<file path="src/rtl/mem_access_unit.sv">
// Load/store unit for the MEM stage: checks alignment and range, drives a word-addressed
// data memory, merges sub-word stores through a read-modify-write and extends sub-word loads.
module mem_access_unit #(
  parameter int unsigned NBITS  = 32,
  parameter int unsigned CELDAS = 10
) (
  input  logic             i_clk,
  input  logic             i_reset,
  input  logic             i_valid,
  input  logic             i_MemRead,
  input  logic             i_MemWrite,
  input  logic [1:0]       i_Tamano,
  input  logic             i_Signed,
  input  logic [NBITS-1:0] i_Direccion,
  input  logic [NBITS-1:0] i_DatoStore,
  input  logic [NBITS-1:0] i_MemDato,
  output logic [NBITS-1:0] o_MemDireccion,
  output logic             o_MemRead,
  output logic             o_MemWrite,
  output logic [NBITS-1:0] o_MemDato,
  output logic [NBITS-1:0] o_DatoCarga,
  output logic             o_done,
  output logic             o_error,
  output logic             o_stall
);

  typedef enum logic [1:0] {StIdle, StRd, StCap, StWr} state_e;

  state_e           state_q, state_d;
  logic [NBITS-1:0] addr_q, addr_d, data_q, data_d, carga_q, carga_d;
  logic [1:0]       size_q, size_d;
  logic             sgn_q, sgn_d, store_q, store_d;
  logic             rd_q, rd_d, wr_q, wr_d, done_q, done_d, err_q, err_d;

  logic             req, req_err;
  logic [NBITS-1:0] req_idx, lane_mask, merged, extended;
  logic [4:0]       shamt;
  logic [7:0]       ld_byte;
  logic [15:0]      ld_half;

  assign req     = i_valid & (i_MemRead | i_MemWrite);
  assign req_idx = i_Direccion >> 2;

  always_comb begin
    req_err = 1'b0;
    case (i_Tamano)
      2'b00:   req_err = 1'b0;
      2'b01:   req_err = i_Direccion[0];
      2'b11:   req_err = |i_Direccion[1:0];
      default: req_err = 1'b1;
    endcase
    if (req_idx >= NBITS'(CELDAS)) req_err = 1'b1;
    if (i_MemRead && i_MemWrite)   req_err = 1'b1;
  end

  // Little-endian lanes: byte k at bits [8k+7:8k], halfword h at [16h+15:16h].
  assign shamt     = {addr_q[1:0], 3'b000};
  assign ld_byte   = i_MemDato[shamt +: 8];
  assign ld_half   = i_MemDato[{addr_q[1], 4'b0000} +: 16];
  assign lane_mask = ((size_q == 2'b00) ? NBITS'(8'hFF) : NBITS'(16'hFFFF)) << shamt;
  assign merged    = (i_MemDato & ~lane_mask) | ((data_q << shamt) & lane_mask);

  always_comb begin
    case (size_q)
      2'b00:   extended = {{(NBITS-8){sgn_q & ld_byte[7]}}, ld_byte};
      2'b01:   extended = {{(NBITS-16){sgn_q & ld_half[15]}}, ld_half};
      default: extended = i_MemDato;
    endcase
  end

  always_comb begin
    state_d = state_q;
    addr_d  = addr_q;
    data_d  = data_q;
    carga_d = carga_q;
    size_d  = size_q;
    sgn_d   = sgn_q;
    store_d = store_q;
    done_d  = 1'b0;
    err_d   = 1'b0;
    case (state_q)
      StIdle: begin
        if (req) begin
          addr_d  = i_Direccion;
          data_d  = i_DatoStore;
          size_d  = i_Tamano;
          sgn_d   = i_Signed;
          store_d = i_MemWrite;
          if (req_err) begin
            done_d = 1'b1;
            err_d  = 1'b1;
          end else if (i_MemWrite && i_Tamano == 2'b11) begin
            state_d = StWr;
          end else begin
            state_d = StRd;
          end
        end
      end
      StRd: state_d = StCap;
      StCap: begin
        if (store_q) begin
          data_d  = merged;
          state_d = StWr;
        end else begin
          carga_d = extended;
          done_d  = 1'b1;
          state_d = StIdle;
        end
      end
      StWr: begin
        done_d  = 1'b1;
        state_d = StIdle;
      end
      default: state_d = StIdle;
    endcase
    // Strobes are registered so they follow the state they belong to exactly.
    rd_d = (state_d == StRd);
    wr_d = (state_d == StWr);
  end

  always_ff @(posedge i_clk) begin
    if (i_reset) begin
      state_q <= StIdle;
      addr_q  <= '0;
      data_q  <= '0;
      carga_q <= '0;
      size_q  <= '0;
      sgn_q   <= 1'b0;
      store_q <= 1'b0;
      rd_q    <= 1'b0;
      wr_q    <= 1'b0;
      done_q  <= 1'b0;
      err_q   <= 1'b0;
    end else begin
      state_q <= state_d;
      addr_q  <= addr_d;
      data_q  <= data_d;
      carga_q <= carga_d;
      size_q  <= size_d;
      sgn_q   <= sgn_d;
      store_q <= store_d;
      rd_q    <= rd_d;
      wr_q    <= wr_d;
      done_q  <= done_d;
      err_q   <= err_d;
    end
  end

  assign o_MemDireccion = addr_q >> 2;
  assign o_MemRead      = rd_q;
  assign o_MemWrite     = wr_q;
  assign o_MemDato      = data_q;
  assign o_DatoCarga    = carga_q;
  assign o_done         = done_q;
  assign o_error        = err_q;
  assign o_stall        = (state_q != StIdle);

endmodule

</file>
<file path="config.mk">
export PLATFORM = sky130hd
export DESIGN_NAME = mem_access_unit
export DESIGN_NICKNAME = d
export VERILOG_FILES = /design/src/rtl/mem_access_unit.sv
export SDC_FILE = /design/constraint.sdc
export NUM_CORES = 1
export LEC_CHECK = 0
export ABC_AREA = 1
export CAP_MARGIN = 25
export CELL_PAD_IN_SITES_DETAIL_PLACEMENT = 0
export CELL_PAD_IN_SITES_GLOBAL_PLACEMENT = 1
export CORE_MARGIN = 1
export CORE_UTILIZATION = 34
export CTS_BUF_LIST = sky130_fd_sc_hd__clkbuf_8
export CTS_CLUSTER_DIAMETER = 200
export DETAILED_ROUTE_END_ITERATION = 10
export HOLD_SLACK_MARGIN = 0.08
export PLACE_DENSITY = 0.95
export REMOVE_ABC_BUFFERS = 1
export SLEW_MARGIN = 20
export SYNTH_ARGS = -nofsm -noshare
export SYNTH_HDL_FRONTEND = slang
export SYNTH_SLANG_ARGS = --single-unit
export TNS_END_PERCENT = 20
</file>
<file path="constraint.sdc">
create_clock -name i_clk -period 1.99 [get_ports i_clk]
set_input_delay 0.2985 -clock i_clk [delete_from_list [all_inputs] [get_ports i_clk]]
set_output_delay 0.2985 -clock i_clk [all_outputs]
set_load 0.02 [all_outputs]
</file>
==> metrics.md <==
| Metric | Value |
|---|---|
| Largest net degree at the start of global routing | `42` |
| CTS Sinks | `106` |
| Final hold vios | `0` |
| R2R Setup Slk | `0.41 ns` |
| Final setup viols | `0` |
| Antenna-violating nets left | `0` |
| GPL Wtd Cong | `0.859` |
| Hold Buf Count CTS | `0` |
| FF+latch count, synth | `106` |
| Worst hold start | `i_Direccion[2]` |
| Met1 Usage GRT | `29.0%` |
| Routed vias | `5845` |
| Pre-Repair DR Iteration Count | `5` |
| Crit-path max FO | `4` |
| Core area | `15800 um2` |
| Antenna cells | `0` |
| Share of layout cells above drive strength 1 | `6.77%` |
| Syn. warnings | `0` |
| Number of global-route vias before repair | `5591` |
| CTS resizes | `0` |
| Post-route insts no fill | `1146` |
| IO buf count | `202` |
| Commonest non-fill, non-tap cells in the layout | `clkdlybuf4s50_1, nand2_1, a21oi_1` |
| Vias/cell | `5.10` |
| Initial core utilization | `34.7%` |
| Die X | `129 um` |
| CP bufs+invs | `2` |
| Least-Margin Pin Slew | `0.553 ns` |
| Most common cell after layout, fill and taps aside | `clkdlybuf4s50_1` |
| Max VDD drop | `0.428 mV` |
| Slew Viols, Final | `0` |
| Die ar. | `16700 um2` |
| Ys flop type | `dfxtp_1` |
| Synthesized area | `5500 um2` |
| Busiest layer in global routing | `met2` |
| DRC Markers | `0` |
| RR Endpoint | `o_DatoCarga[16]` |
| Lkg Pwr | `2.99 nW` |
| Multi-input gate area | `2640 um2` |
| Clock Latency Late Sink | `0.38 ns` |
| Clk slew on worst S/H paths | `0.10 ns` |
| TritonCTS clock tree | `built` |
| Synth-to-Final Area Change | `38.2%` |
| Crit-path max cell delay | `0.62 ns` |
| CP endpoint kind | `output pin` |
| FILL cells | `1617` |
| Avg Inst Size Synth | `7.09 um2` |
| Data arrival, critical path | `1.54 ns` |
| Total setup buffers inserted after CTS | `0` |
| Status | `finished clean` |
| Initial DRC Count | `467` |
| Hold path depth | `3` |
| Critical path launch point type | `register` |
| Asr flop ratio synth | `0%` |
| Initial antenna violation count | `0` |
| FF/Latch Area | `2120 um2` |
| Number of synthesized flops with an enable pin | `0` |
| Post-Layout Inst Area | `7600 um2` |
| Power Density | `598 nW/um2` |
| I/O pin cnt | `205` |
| Setup Slack @ Placement | `0.114 ns` |
| Deepest clock path buffer count | `2` |
| Minimum clock period | `1.84 ns` |
| Rows | `46` |
| Grt ovf | `0` |
| CP Class | `register to output pin` |
| Worst path cell trace | `nor2_1, inv_1, clkdlybuf4s50_1` |
| Slowest cell on the critical path | `clkdlybuf4s50_1` |
| Max frequency | `543 MHz` |
| Htree depth | `3` |
| Relative slew slack | `62.9%` |
| Chip height | `129 um` |
| Hold WC Path Type | `primary input to register` |
| Sequential fraction of the synthesis area | `38.6%` |
| CTS Buf Count | `9` |
| Synth unique cells | `35` |
| Total GRT Usage | `23.3%` |
| First-pass GRT wire length | `30.0 mm` |
| Final setup margin | `0.147 ns` |
| CP required | `1.69 ns` |
| GR Util met2 | `38.2%` |
| WL/cell | `16.7 um` |
| RSZ-0062 raised after global routing | `false` |
| Max cap viols | `0` |
| DP Area | `7440 um2` |
| Layout Skew | `0.0139 ns` |
| RR Startpoint | `size_q[1]` |
| Layout Utilization | `48.0%` |
| Dpl hpwl | `14.4 mm` |
| Family with the most delay on the worst path | `buffers and inverters` |
| Placed cell count | `1131` |
| Clock Tree Root | `clkbuf_8` |
| Fin crit share | `92.6%` |
| R2R cell count | `7` |
| Met3 Use GR | `7.68%` |
| Final nets | `1030` |
| Total Wirelength | `19.2 mm` |
| Hold EP | `addr_q[2]` |
| Cells after synthesis | `775` |
cells in the mapped netlist (2+ instances only):
master | number | area, um2
inv_2 | 3 | 11.3
nand2_1 | 187 | 702
o21ai_1 | 5 | 25.0
buf_1 | 4 | 15.0
a21oi_4 | 2 | 32.5
nand3_4 | 2 | 35.0
clkbuf_2 | 2 | 10.0
o21ai_0 | 103 | 515
a21oi_1 | 112 | 561
inv_1 | 53 | 199
o211ai_1 | 18 | 135
buf_4 | 36 | 270
clkbuf_1 | 13 | 48.8
nand3_1 | 28 | 140
dfxtp_1 | 106 | 2120
nand2_4 | 3 | 33.8
buf_2 | 21 | 105
o21bai_1 | 6 | 45.0
o21bai_2 | 10 | 113
nor2_4 | 2 | 22.5
nor2_1 | 24 | 90.1
a31oi_1 | 13 | 81.3
o21a_1 | 2 | 15.0
nor3_1 | 2 | 10.0
nand2_2 | 5 | 31.3
buf_6 | 4 | 45.0
worst reg2reg max path, delay by kind of cell, from the launching register on:
family                 cells  cell delay, ns
and+or+nand+nor            3            0.52
DFF                        1            0.40
buffers and inverters      2            0.32
AOI/OAI and AO/OA          2            0.31
metal layers:
metal	part of all wire (%)	wire [um]
met5	0	0
met4	1.8	352
met3	12	2210
met2	46	8730
met1	41	7880
logic make-up (layout without fill, tap and decap cells):
family	count (synthesis)	after routing	share of synthesized area, %
AO/OA/AOI/OAI	272	272	27.8
other	1	2	0.0682
flip-flops	106	106	38.6
AND/OR/NAND/NOR	256	256	20.0
buffers and inverters	140	294	13.5
how the worst max path moves through the flow:
stage	from	to	slack, ns	depth (start not counted)
after floorplan	state_q[1]	o_DatoCarga[6]	-0.51	7
after global placement	i_MemWrite	o_MemWrite	0.14	9
after detailed placement	i_MemWrite	o_MemDato[4]	0.11	8
after CTS	state_q[1]	o_stall	0.11	3
after global routing	state_q[1]	o_stall	0.06	3
final	state_q[1]	o_stall	0.15	3
cell type report:
cell class                 instances  area share [%]
timing repair buffer             220            28.7
clock buffer                       9            1.63
sequential                       106            27.9
inverter                          59            3.01
multi-input combinational        530            34.7
tap                              216            3.56
clock inverter                     6           0.461
through the flow:
stage | hold WS, ns | total power [mW] | TNS [ns]
after global placement | 0.451 | 3.38 | 0
after global routing | 0.470 | 4.75 | 0
after detailed placement | 0.456 | 3.39 | 0
after CTS | 0.448 | 4.57 | 0
after floorplan | 0.368 | 2.80 | -18.26
final | 0.467 | 4.54 | 0
power by group:
group | internal (mW) | switching (mW)
Clock | 0.443 | 0.753
Combinational | 0.472 | 0.589
Sequential | 2.21 | 0.0729
Total | 3.13 | 1.42
(Power assumes the default switching activity.)
